--- config.mk ---
export PLATFORM = sky130hd
export DESIGN_NAME = det_sevenseg_driver_flat
export DESIGN_NICKNAME = d
export VERILOG_FILES = /design/src/rtl/det_sevenseg_driver_if.sv /design/src/rtl/det_sevenseg_driver.sv /design/src/flat_wrapper.sv
export SDC_FILE = /design/constraint.sdc
export NUM_CORES = 1
export LEC_CHECK = 0
export CORE_MARGIN = 5
export CORE_UTILIZATION = 60
export DETAILED_ROUTE_END_ITERATION = 10
export PLACE_DENSITY = 0.79
export SLEW_MARGIN = 40
export SYNTH_ARGS = -nofsm -noshare
export SYNTH_HDL_FRONTEND = slang
export SYNTH_SLANG_ARGS = --single-unit
--- constraint.sdc ---
create_clock -name clk -period 4.68 [get_ports clk]
set_clock_uncertainty 0.15 [all_clocks]
set_input_delay 0.936 -clock clk [delete_from_list [all_inputs] [get_ports clk]]
set_output_delay 0.936 -clock clk [all_outputs]
set_load 0.005 [all_outputs]
--- src/rtl/det_sevenseg_driver_if.sv ---
// Load/handshake bundle between the determinant calculator and the seven-segment driver.
// The master presents a determinant with a one-cycle strobe; the driver reports busy.
interface det_sevenseg_driver_if;
  logic [15:0] det_in;
  logic        det_valid;
  logic        busy;

  modport master (output det_in, output det_valid, input busy);
  modport slave  (input det_in, input det_valid, output busy);
endinterface

--- src/rtl/det_sevenseg_driver.sv ---
// Converts a signed 16-bit determinant to BCD by double-dabble and scans it onto an
// 8-digit multiplexed seven-segment display with leading-zero blanking and a minus sign.
module det_sevenseg_driver #(
  parameter int unsigned REFRESH_DIV = 100000
) (
  input  logic                        clk,
  input  logic                        reset,
  det_sevenseg_driver_if.slave        bus,
  output logic [7:0]                  an,
  output logic [6:0]                  seg,
  output logic                        dp
);

  localparam int unsigned PW   = (REFRESH_DIV > 1) ? $clog2(REFRESH_DIV) : 1;
  localparam int unsigned BCDW = 20;
  localparam int unsigned MAGW = 16;

  localparam logic [1:0] IDLE  = 2'd0;
  localparam logic [1:0] SHIFT = 2'd1;
  localparam logic [1:0] LATCH = 2'd2;

  logic [1:0]      state_q, state_d;
  logic            sign_q, sign_d;
  logic [MAGW-1:0] mag_q, mag_d;
  logic [BCDW-1:0] bcd_q, bcd_d;
  logic [3:0]      iter_q, iter_d;
  logic            busy_q, busy_d;
  logic [BCDW-1:0] disp_dig_q, disp_dig_d;
  logic            disp_neg_q, disp_neg_d;
  logic [PW-1:0]   presc_q, presc_d;
  logic [2:0]      idx_q, idx_d;
  logic [7:0]      an_q, an_d;
  logic [6:0]      seg_q, seg_d;
  logic [BCDW-1:0] bcd_adj;

  function automatic logic [6:0] enc(input logic [3:0] d);
    case (d)
      4'd0:    enc = 7'h40;
      4'd1:    enc = 7'h79;
      4'd2:    enc = 7'h24;
      4'd3:    enc = 7'h30;
      4'd4:    enc = 7'h19;
      4'd5:    enc = 7'h12;
      4'd6:    enc = 7'h02;
      4'd7:    enc = 7'h78;
      4'd8:    enc = 7'h00;
      4'd9:    enc = 7'h10;
      default: enc = 7'h7F;
    endcase
  endfunction

  // Pattern for one scan position: digit up to the MSD, then '-' if negative, else blank.
  function automatic logic [6:0] seg_at(input logic [2:0] idx, input logic [BCDW-1:0] dig,
                                        input logic neg);
    logic [2:0] msd;
    msd = 3'd0;
    for (int i = 1; i < 5; i++) begin
      if (dig[i*4 +: 4] != 4'd0) msd = 3'(i);
    end
    seg_at = 7'h7F;
    if (idx <= msd)                        seg_at = enc(dig[{idx, 2'b00} +: 4]);
    else if (neg && (idx == msd + 3'd1))   seg_at = 7'h3F;
  endfunction

  always_ff @(posedge clk or negedge reset) begin
    if (!reset) begin
      state_q    <= IDLE;
      sign_q     <= 1'b0;
      mag_q      <= '0;
      bcd_q      <= '0;
      iter_q     <= '0;
      busy_q     <= 1'b0;
      disp_dig_q <= '0;
      disp_neg_q <= 1'b0;
      presc_q    <= '0;
      idx_q      <= '0;
      an_q       <= 8'hFE;
      seg_q      <= 7'h40;
    end else begin
      state_q    <= state_d;
      sign_q     <= sign_d;
      mag_q      <= mag_d;
      bcd_q      <= bcd_d;
      iter_q     <= iter_d;
      busy_q     <= busy_d;
      disp_dig_q <= disp_dig_d;
      disp_neg_q <= disp_neg_d;
      presc_q    <= presc_d;
      idx_q      <= idx_d;
      an_q       <= an_d;
      seg_q      <= seg_d;
    end
  end

  // Add-3 correction on every BCD nibble ahead of the shift.
  always_comb begin
    bcd_adj = bcd_q;
    for (int i = 0; i < 5; i++) begin
      if (bcd_q[i*4 +: 4] >= 4'd5) bcd_adj[i*4 +: 4] = bcd_q[i*4 +: 4] + 4'd3;
    end
  end

  always_comb begin
    state_d    = state_q;
    sign_d     = sign_q;
    mag_d      = mag_q;
    bcd_d      = bcd_q;
    iter_d     = iter_q;
    busy_d     = busy_q;
    disp_dig_d = disp_dig_q;
    disp_neg_d = disp_neg_q;
    presc_d    = presc_q + PW'(1);
    idx_d      = idx_q;

    case (state_q)
      IDLE: begin
        if (bus.det_valid) begin
          sign_d  = bus.det_in[15];
          // 16'h8000 negates to itself, which is 32768 read as unsigned.
          mag_d   = bus.det_in[15] ? MAGW'(-bus.det_in) : bus.det_in;
          bcd_d   = '0;
          iter_d  = '0;
          busy_d  = 1'b1;
          state_d = SHIFT;
        end
      end
      SHIFT: begin
        {bcd_d, mag_d} = {bcd_adj, mag_q} << 1;
        iter_d = iter_q + 4'd1;
        if (iter_q == 4'd15) state_d = LATCH;
      end
      LATCH: begin
        disp_dig_d = bcd_q;
        disp_neg_d = sign_q;
        busy_d     = 1'b0;
        state_d    = IDLE;
      end
      default: state_d = IDLE;
    endcase

    if (presc_q == PW'(REFRESH_DIV - 1)) begin
      presc_d = '0;
      idx_d   = idx_q + 3'd1;
    end

    // Outputs follow the next index/display so an and seg stay aligned with the scan.
    an_d  = ~(8'd1 << idx_d);
    seg_d = seg_at(idx_d, disp_dig_d, disp_neg_d);
  end

  assign bus.busy = busy_q;
  assign an       = an_q;
  assign seg      = seg_q;
  assign dp       = 1'b1;

endmodule

--- src/flat_wrapper.sv ---
// flat-port wrapper written by rule: the top's interface ports become plain ports
module det_sevenseg_driver_flat 
#(
  parameter int unsigned REFRESH_DIV = 100000
)
  (clk, reset, an, seg, dp, bus_det_in, bus_det_valid, bus_busy);
  det_sevenseg_driver_if bus_i ();
  input  logic clk;
  input  logic reset;
  output logic [7:0] an;
  output logic [6:0] seg;
  output logic dp;
  input wire logic [$bits(bus_i.det_in)-1:0] bus_det_in;
  input wire logic [$bits(bus_i.det_valid)-1:0] bus_det_valid;
  output wire logic [$bits(bus_i.busy)-1:0] bus_busy;
  assign bus_i.det_in = bus_det_in;
  assign bus_i.det_valid = bus_det_valid;
  assign bus_busy = bus_i.busy;
  det_sevenseg_driver #(.REFRESH_DIV(REFRESH_DIV)) u_core (.clk(clk), .reset(reset), .bus(bus_i), .an(an), .seg(seg), .dp(dp));
endmodule
==> results of run 1 <==
-- sequential cells by signal (all words and copies together) (netlist names) --
register,cells
u_core.disp_dig_q,20
u_core.bcd_q,20
u_core.seg,7
u_core.presc_q,17
u_core.idx_q,3
u_core.disp_neg_q,1
u_core.mag_q,16
u_core.sign_q,1
u_core.state_q,2
u_core.iter_q,4
u_core.an,8
u_core.bus.busy,1
-- metrics by stage --
step,util,setup WS [ps]
final,0.687,886
after global routing,0.687,643
after CTS,0.687,886
after detailed placement,0.662,923
after global placement,0.661,1020
after floorplan,-,1350
-- kinds of logic (layout without fill, tap and decap cells) --
kind of cell	after synthesis	after routing	share of synthesized area
AND/OR/NAND/NOR	155	155	0.148
multiplexers	41	41	0.120
adder cells (fa/ha/maj)	23	23	0.0506
other	1	1	0.000659
flip-flops	100	100	0.442
XOR/XNOR	42	42	0.0680
AO/OA/AOI/OAI	107	107	0.132
buffers and inverters	47	82	0.0394
-- worst max-delay path, cell delays in order, from the launching register on --
cell and delay (ps):
dfrtp_1 410, nor2b_4 650, buf_4 410, mux2_2 390, nor4_1 370, nor2_1 90, o21a_1 210, ha_1 310
xnor2_1 130, and4b_1 200, a32o_1 220, a31oi_1 160
-- per-layer routing --
| metal | vias up | GRT usage |
|---|---|---|
| met5 | - | 0 |
| met4 | 0 | 0.0712 |
| met3 | 20 | 0.0498 |
| met2 | 99 | 0.356 |
| met1 | 2018 | 0.270 |
| li1 | 1924 | - |
-- worst max-delay path by stage --
stage | slack, ps | cells past startpoint | startpoint | endpoint
2_1_floorplan | 1350 | 14 | u_core.state_q[0] | u_core.seg[6]
3_3_place_gp | 1020 | 11 | u_core.state_q[0] | u_core.seg[6]
3_5_place_dp | 920 | 11 | u_core.state_q[1] | u_core.seg[6]
4_1_cts | 890 | 11 | u_core.state_q[1] | u_core.seg[6]
5_1_grt | 640 | 13 | u_core.state_q[1] | u_core.seg[6]
6_report | 890 | 11 | u_core.state_q[1] | u_core.seg[6]
-- power breakdown --
part	leakage, uW	switching (uW)	total (uW)	internal (uW)
Clock	0.000112	306	637	331
Combinational	0.00131	542	1040	501
Sequential	0.00123	239	1340	1100
-- area by class of cell --
class                   count  area (um2)
multi-input cells         369        2960
fillers                   705        2890
flip-flops and latches    100        2510
repair buffers             40         387
well taps                 129         161
clock buffers              11         151
inverters                  26         100
clock inverters             5        83.8
-- synth_stat cells, drive strengths merged (2+ instances only) --
cell type | count | area [um2]
a21oi | 12 | 60.1
a22oi | 13 | 97.6
a2bb2oi | 2 | 23.8
a31oi | 2 | 27.5
a32o | 6 | 60.1
and2 | 2 | 12.5
and4 | 4 | 37.5
and4bb | 2 | 28.8
buf | 8 | 75.1
clkbuf | 13 | 48.8
dfrtp | 92 | 2300
dfstp | 8 | 210
ha | 23 | 288
inv | 26 | 100
mux2 | 18 | 206
mux2i | 7 | 111
mux4 | 16 | 364
nand2 | 43 | 169
nand2b | 7 | 43.8
nand3 | 33 | 165
nand3b | 5 | 37.5
nand4 | 6 | 43.8
nor2 | 32 | 123
nor2b | 3 | 26.3
o211ai | 5 | 42.5
o21ai | 42 | 214
o22a | 2 | 27.5
o31ai | 10 | 75.1
o32ai | 4 | 35.0
o41ai | 2 | 25.0
or2 | 2 | 12.5
or3 | 4 | 25.0
or4 | 4 | 37.5
xnor2 | 17 | 149
xor2 | 25 | 238
==> results.yml, run 1 <==
timing:
  min_period_ps: 3790
  whs_ps: 332
  final-hold-violation-count: 0
  report.final.setup_viol: 0
  slew_violations: 0
  setup_tns_ps: 0
  worst_slew_pin_slew_ps: 732
  relSlewSlack: 0.511
  rsz0062_at_grt: "no"
  clock.fmax_mhz: 264
  timing.final.crit_share: 0.811
layout:
  final_cells: 680
  nets: 588
  most-common-layout-cells: "91 x dfrtp_1, 42 x nand2_1, 39 x o21ai_0, 33 x nand3_1, 33 x clkdlybuf4s50_1"
  final_layout_size_suffix_gt1_frac: 0.167
  layout_commonest_cell: "dfrtp_1"
  diodes: 0
  fin_area_um2: 6350
  syn_to_final_growth_pct: 11.7
place:
  dp_hpwl_um: 7880
  post_dp_cell_area_um2: 6120
  io_buffer_count: 34
  dpl.cell_count: 664
  routabilityCongestion: 0.782
drt:
  drtIter0Drc: 198
  routed_wirelength_um: 11300
  wl_met1_um: 4910
  wl_per_cell_um: 16.7
  first_pass_iters: 5
  viasPerCell: 5.97
  ant_nets: 0
  dr_wl_met2_um: 5690
  drc: 0
  num_vias: 4061
  highest_layer: "met4"
  wl_met3_um: 472
synth:
  ys_types: 75
  avgSynthCellArea_um2: 11.0
  synth_warnings: 0
  synthCells: 516
  ys_dominant_reg_cell: "dfrtp_1"
  synth_edf_count: 0
  ys_seq_area_frac: 0.442
  synth_area_um2: 5690
  synthArstFlopShare: 1.00
  synthesis.nets: 558
  synth-seq-cells: 100
worst_setup_path:
  r2r_cells: 11
  r2r-end: "u_core.seg[6]"
  cp.arrival_ps: 3950
  crit_path_max_fanout: 20
  critical_path_class: "register to register"
  critPathCaptureType: "register"
  crit_required_ps: 4840
  worstReg2RegStart: "u_core.state_q[1]"
  regToRegSetupSlack_ps: 890
  cp-start-kind: "register"
hold_path:
  min_from: "u_core.sign_q"
  holdPathEnd: "u_core.sign_q"
  hp-class: "register to register"
  worstHoldPathCells: 2
clocking:
  cts.reportedPaths.clkPinSlew_ps: 100
  clockBufferDepth: 2
  postCtsHoldBufs: 0
  cts_buffers: 9
  cts.sinks: 100
  postCtsSetupBuffers: 0
  htreeDepth: 3
  cts_tree: "built"
  cts_root_buf: "clkbuf_8"
  cts_resized: 0
  clk_latency_ps: 390
power_and_ir_drop:
  power.density_nw_per_um2: 475
  p_leak_uw: 0.00266
  total_power_uw: 3020
  ir_drop_v: 0.000436
outcome:
  status: "finished clean"
floorplan:
  ios: 36
  num_rows: 35
  core_area_um2: 9240
  dieWidth_um: 107
  die-area_um2: 11500
  die_height_um: 107
  start_util: 0.616
global_route:
  grt_use_total: 0.212
  antenna_found_initial: 0
  first_global_vias: 4070
  grt_pass1_wl_um: 19500
  grt_max_degree: 76
  grt_overflow: 0
flow_run:
  cap_violations: 0
No activity file was read; power rests on OpenSTA's default activity.
==> inputs of run 2 (changes only) <==
==> constraint.sdc (replaced) <==
create_clock -name clk -period 3.95 [get_ports clk]
set_clock_uncertainty 0.15 [all_clocks]
set_input_delay 0.79 -clock clk [delete_from_list [all_inputs] [get_ports clk]]
set_output_delay 0.79 -clock clk [all_outputs]
set_load 0.005 [all_outputs]
==> run 2 against run 1 <==
Net effect:
- die area stayed put
- utilization is 0.34 points lower
- first-iteration DRC count is 47% higher
- power is 13% higher
- critical endpoint unchanged
- largest cell class unchanged
- highest routed layer unchanged
==> results.yml, run 2 (synthesis results as in run 1) <==
outcome:
  status: "finished clean"
global_route:
  grt_overflow: 0
  antenna_found_initial: 0
  first_global_vias: 4130
  grt_use_total: 0.211
  grt_max_degree: 58
  grt_pass1_wl_um: 19600
worst_setup_path:
  cp.arrival_ps: 3700
  critPathCaptureType: "register"
  critical_path_class: "register to register"
  endpoint: "u_core.seg[6]"
  regToRegSetupSlack_ps: 410
  cp-start-kind: "register"
  startpoint: "u_core.state_q[0]"
  worstReg2RegStart: "u_core.state_q[0]"
  crit_required_ps: 4100
  crit_path_max_fanout: 19
  r2r-end: "u_core.seg[6]"
  r2r_cells: 13
clocking:
  clockBufferDepth: 2
  htreeDepth: 3
  clk_latency_ps: 380
  cts_resized: 0
  cts_root_buf: "clkbuf_8"
  cts_buffers: 9
  postCtsSetupBuffers: 0
  cts.reportedPaths.clkPinSlew_ps: 100
  postCtsHoldBufs: 0
  cts_tree: "built"
  cts.sinks: 100
flow_run:
  cap_violations: 0
drt:
  drtIter0Drc: 292
  viasPerCell: 5.96
  wl_per_cell_um: 16.3
  num_vias: 4066
  first_pass_iters: 4
  ant_nets: 0
  drc: 0
  routed_wirelength_um: 11100
power_and_ir_drop:
  ir_drop_v: 0.000414
  p_leak_uw: 0.00265
  power.density_nw_per_um2: 541
timing:
  relSlewSlack: 0.567
  final-hold-violation-count: 0
  report.final.setup_viol: 0
  slew_violations: 0
  setup_tns_ps: 0
  worst_slew_pin_slew_ps: 648
  min_period_ps: 3540
  clock.fmax_mhz: 282
  timing.final.crit_share: 0.897
  rsz0062_at_grt: "no"
place:
  post_dp_cell_area_um2: 6140
  routabilityCongestion: 0.851
  dp_hpwl_um: 7950
  io_buffer_count: 34
layout:
  fin_area_um2: 6320
  nets: 591
  syn_to_final_growth_pct: 11.1
  top_regs: "u_core.bcd_q (20), u_core.disp_dig_q (20), u_core.presc_q (17)"
  diodes: 0
  final_layout_size_suffix_gt1_frac: 0.166
  most-common-layout-cells: "92 x dfrtp_1, 42 x nand2_1, 39 x o21ai_0, 33 x nand3_1, 33 x clkdlybuf4s50_1"
  fillers: 701
  layout_commonest_cell: "dfrtp_1"
floorplan:
  start_util: 0.616
  dieWidth_um: 107
  die-area_um2: 11500
  core_area_um2: 9240
  die_height_um: 107
  num_rows: 35
  ios: 36
hold_path:
  hp-class: "input pin to asynchronous set/reset pin"
[run 2: cell types whose count changed in the layout (fill, tap and decap cells not counted), sizes merged]
cell | previous run | this run
bufinv | 2 | 0
clkinv | 1 | 2
buf | 7 | 10
[run 2: power by group]
group          switching (uW)  internal (uW)
Clock                     342            258
Sequential                281           1300
Combinational             644            597
[run 2: worst max-delay path: stages (launching register included)]
cell      delay [ps]
dfrtp_1          450
nor2b_4          440
buf_4            380
mux2_2           390
nor4_1           350
nor2_1            70
o21a_1           210
ha_1             200
nor2b_1          120
o21ai_0           90
nand2b_1         120
a21oi_1           80
a32o_1           260
a31oi_1          140
[run 2: area by class of cell]
cell class              instances  area [um2]  area share
clock inverters                 4        25.0     0.00396
multi-input cells             369        2950       0.467
repair buffers                 43         418      0.0661
well taps                     129         161      0.0255
inverters                      26         100      0.0158
clock buffers                  11         151      0.0240
flip-flops and latches        100        2510       0.397
[run 2: through the flow]
stage	power [uW]	worst slack (ps)	hold slack, ps	std cells	util
floorplan	2440	619	291	516	-
finish	3420	405	237	682	0.684
CTS	3440	406	249	682	0.684
global route	3690	195	269	682	0.684
detailed placement	2840	431	324	667	0.665
global placement	2750	561	309	667	0.665
[run 2: worst min-delay path by stage]
stage                            start                 end  slack (ps)  cells past startpoint
finish                           reset   u_core.presc_q[9]         240                      1
detailed placement  u_core.presc_q[16]  u_core.presc_q[16]         320                      1
global placement      u_core.mag_q[14]    u_core.mag_q[15]         310                      2
floorplan                u_core.sign_q       u_core.sign_q         290                      2
global route                     reset  u_core.presc_q[10]         270                      1
CTS                              reset  u_core.presc_q[10]         250                      1
[run 2: metal layers]
metal	GRT usage	vias to the layer above	wire (um)
met5	0	-	0
met4	0.0631	0	290
met3	0.0498	25	486
met2	0.346	109	5500
met1	0.280	2005	4840
li1	-	1927	-
==> inputs of run 3 (changes only) <==
--- a/config.mk
+++ b/config.mk
@@ -7,7 +7,9 @@
 export LEC_CHECK = 0
 export CORE_MARGIN = 5
 export CORE_UTILIZATION = 60
+export CTS_CLUSTER_DIAMETER = 150
 export DETAILED_ROUTE_END_ITERATION = 10
+export GPL_ROUTABILITY_DRIVEN = 0
 export PLACE_DENSITY = 0.79
 export SLEW_MARGIN = 40
 export SYNTH_ARGS = -nofsm -noshare
==> results of run 3 <==
The final DEF is identical to that of run 2; final timing and power are the same.
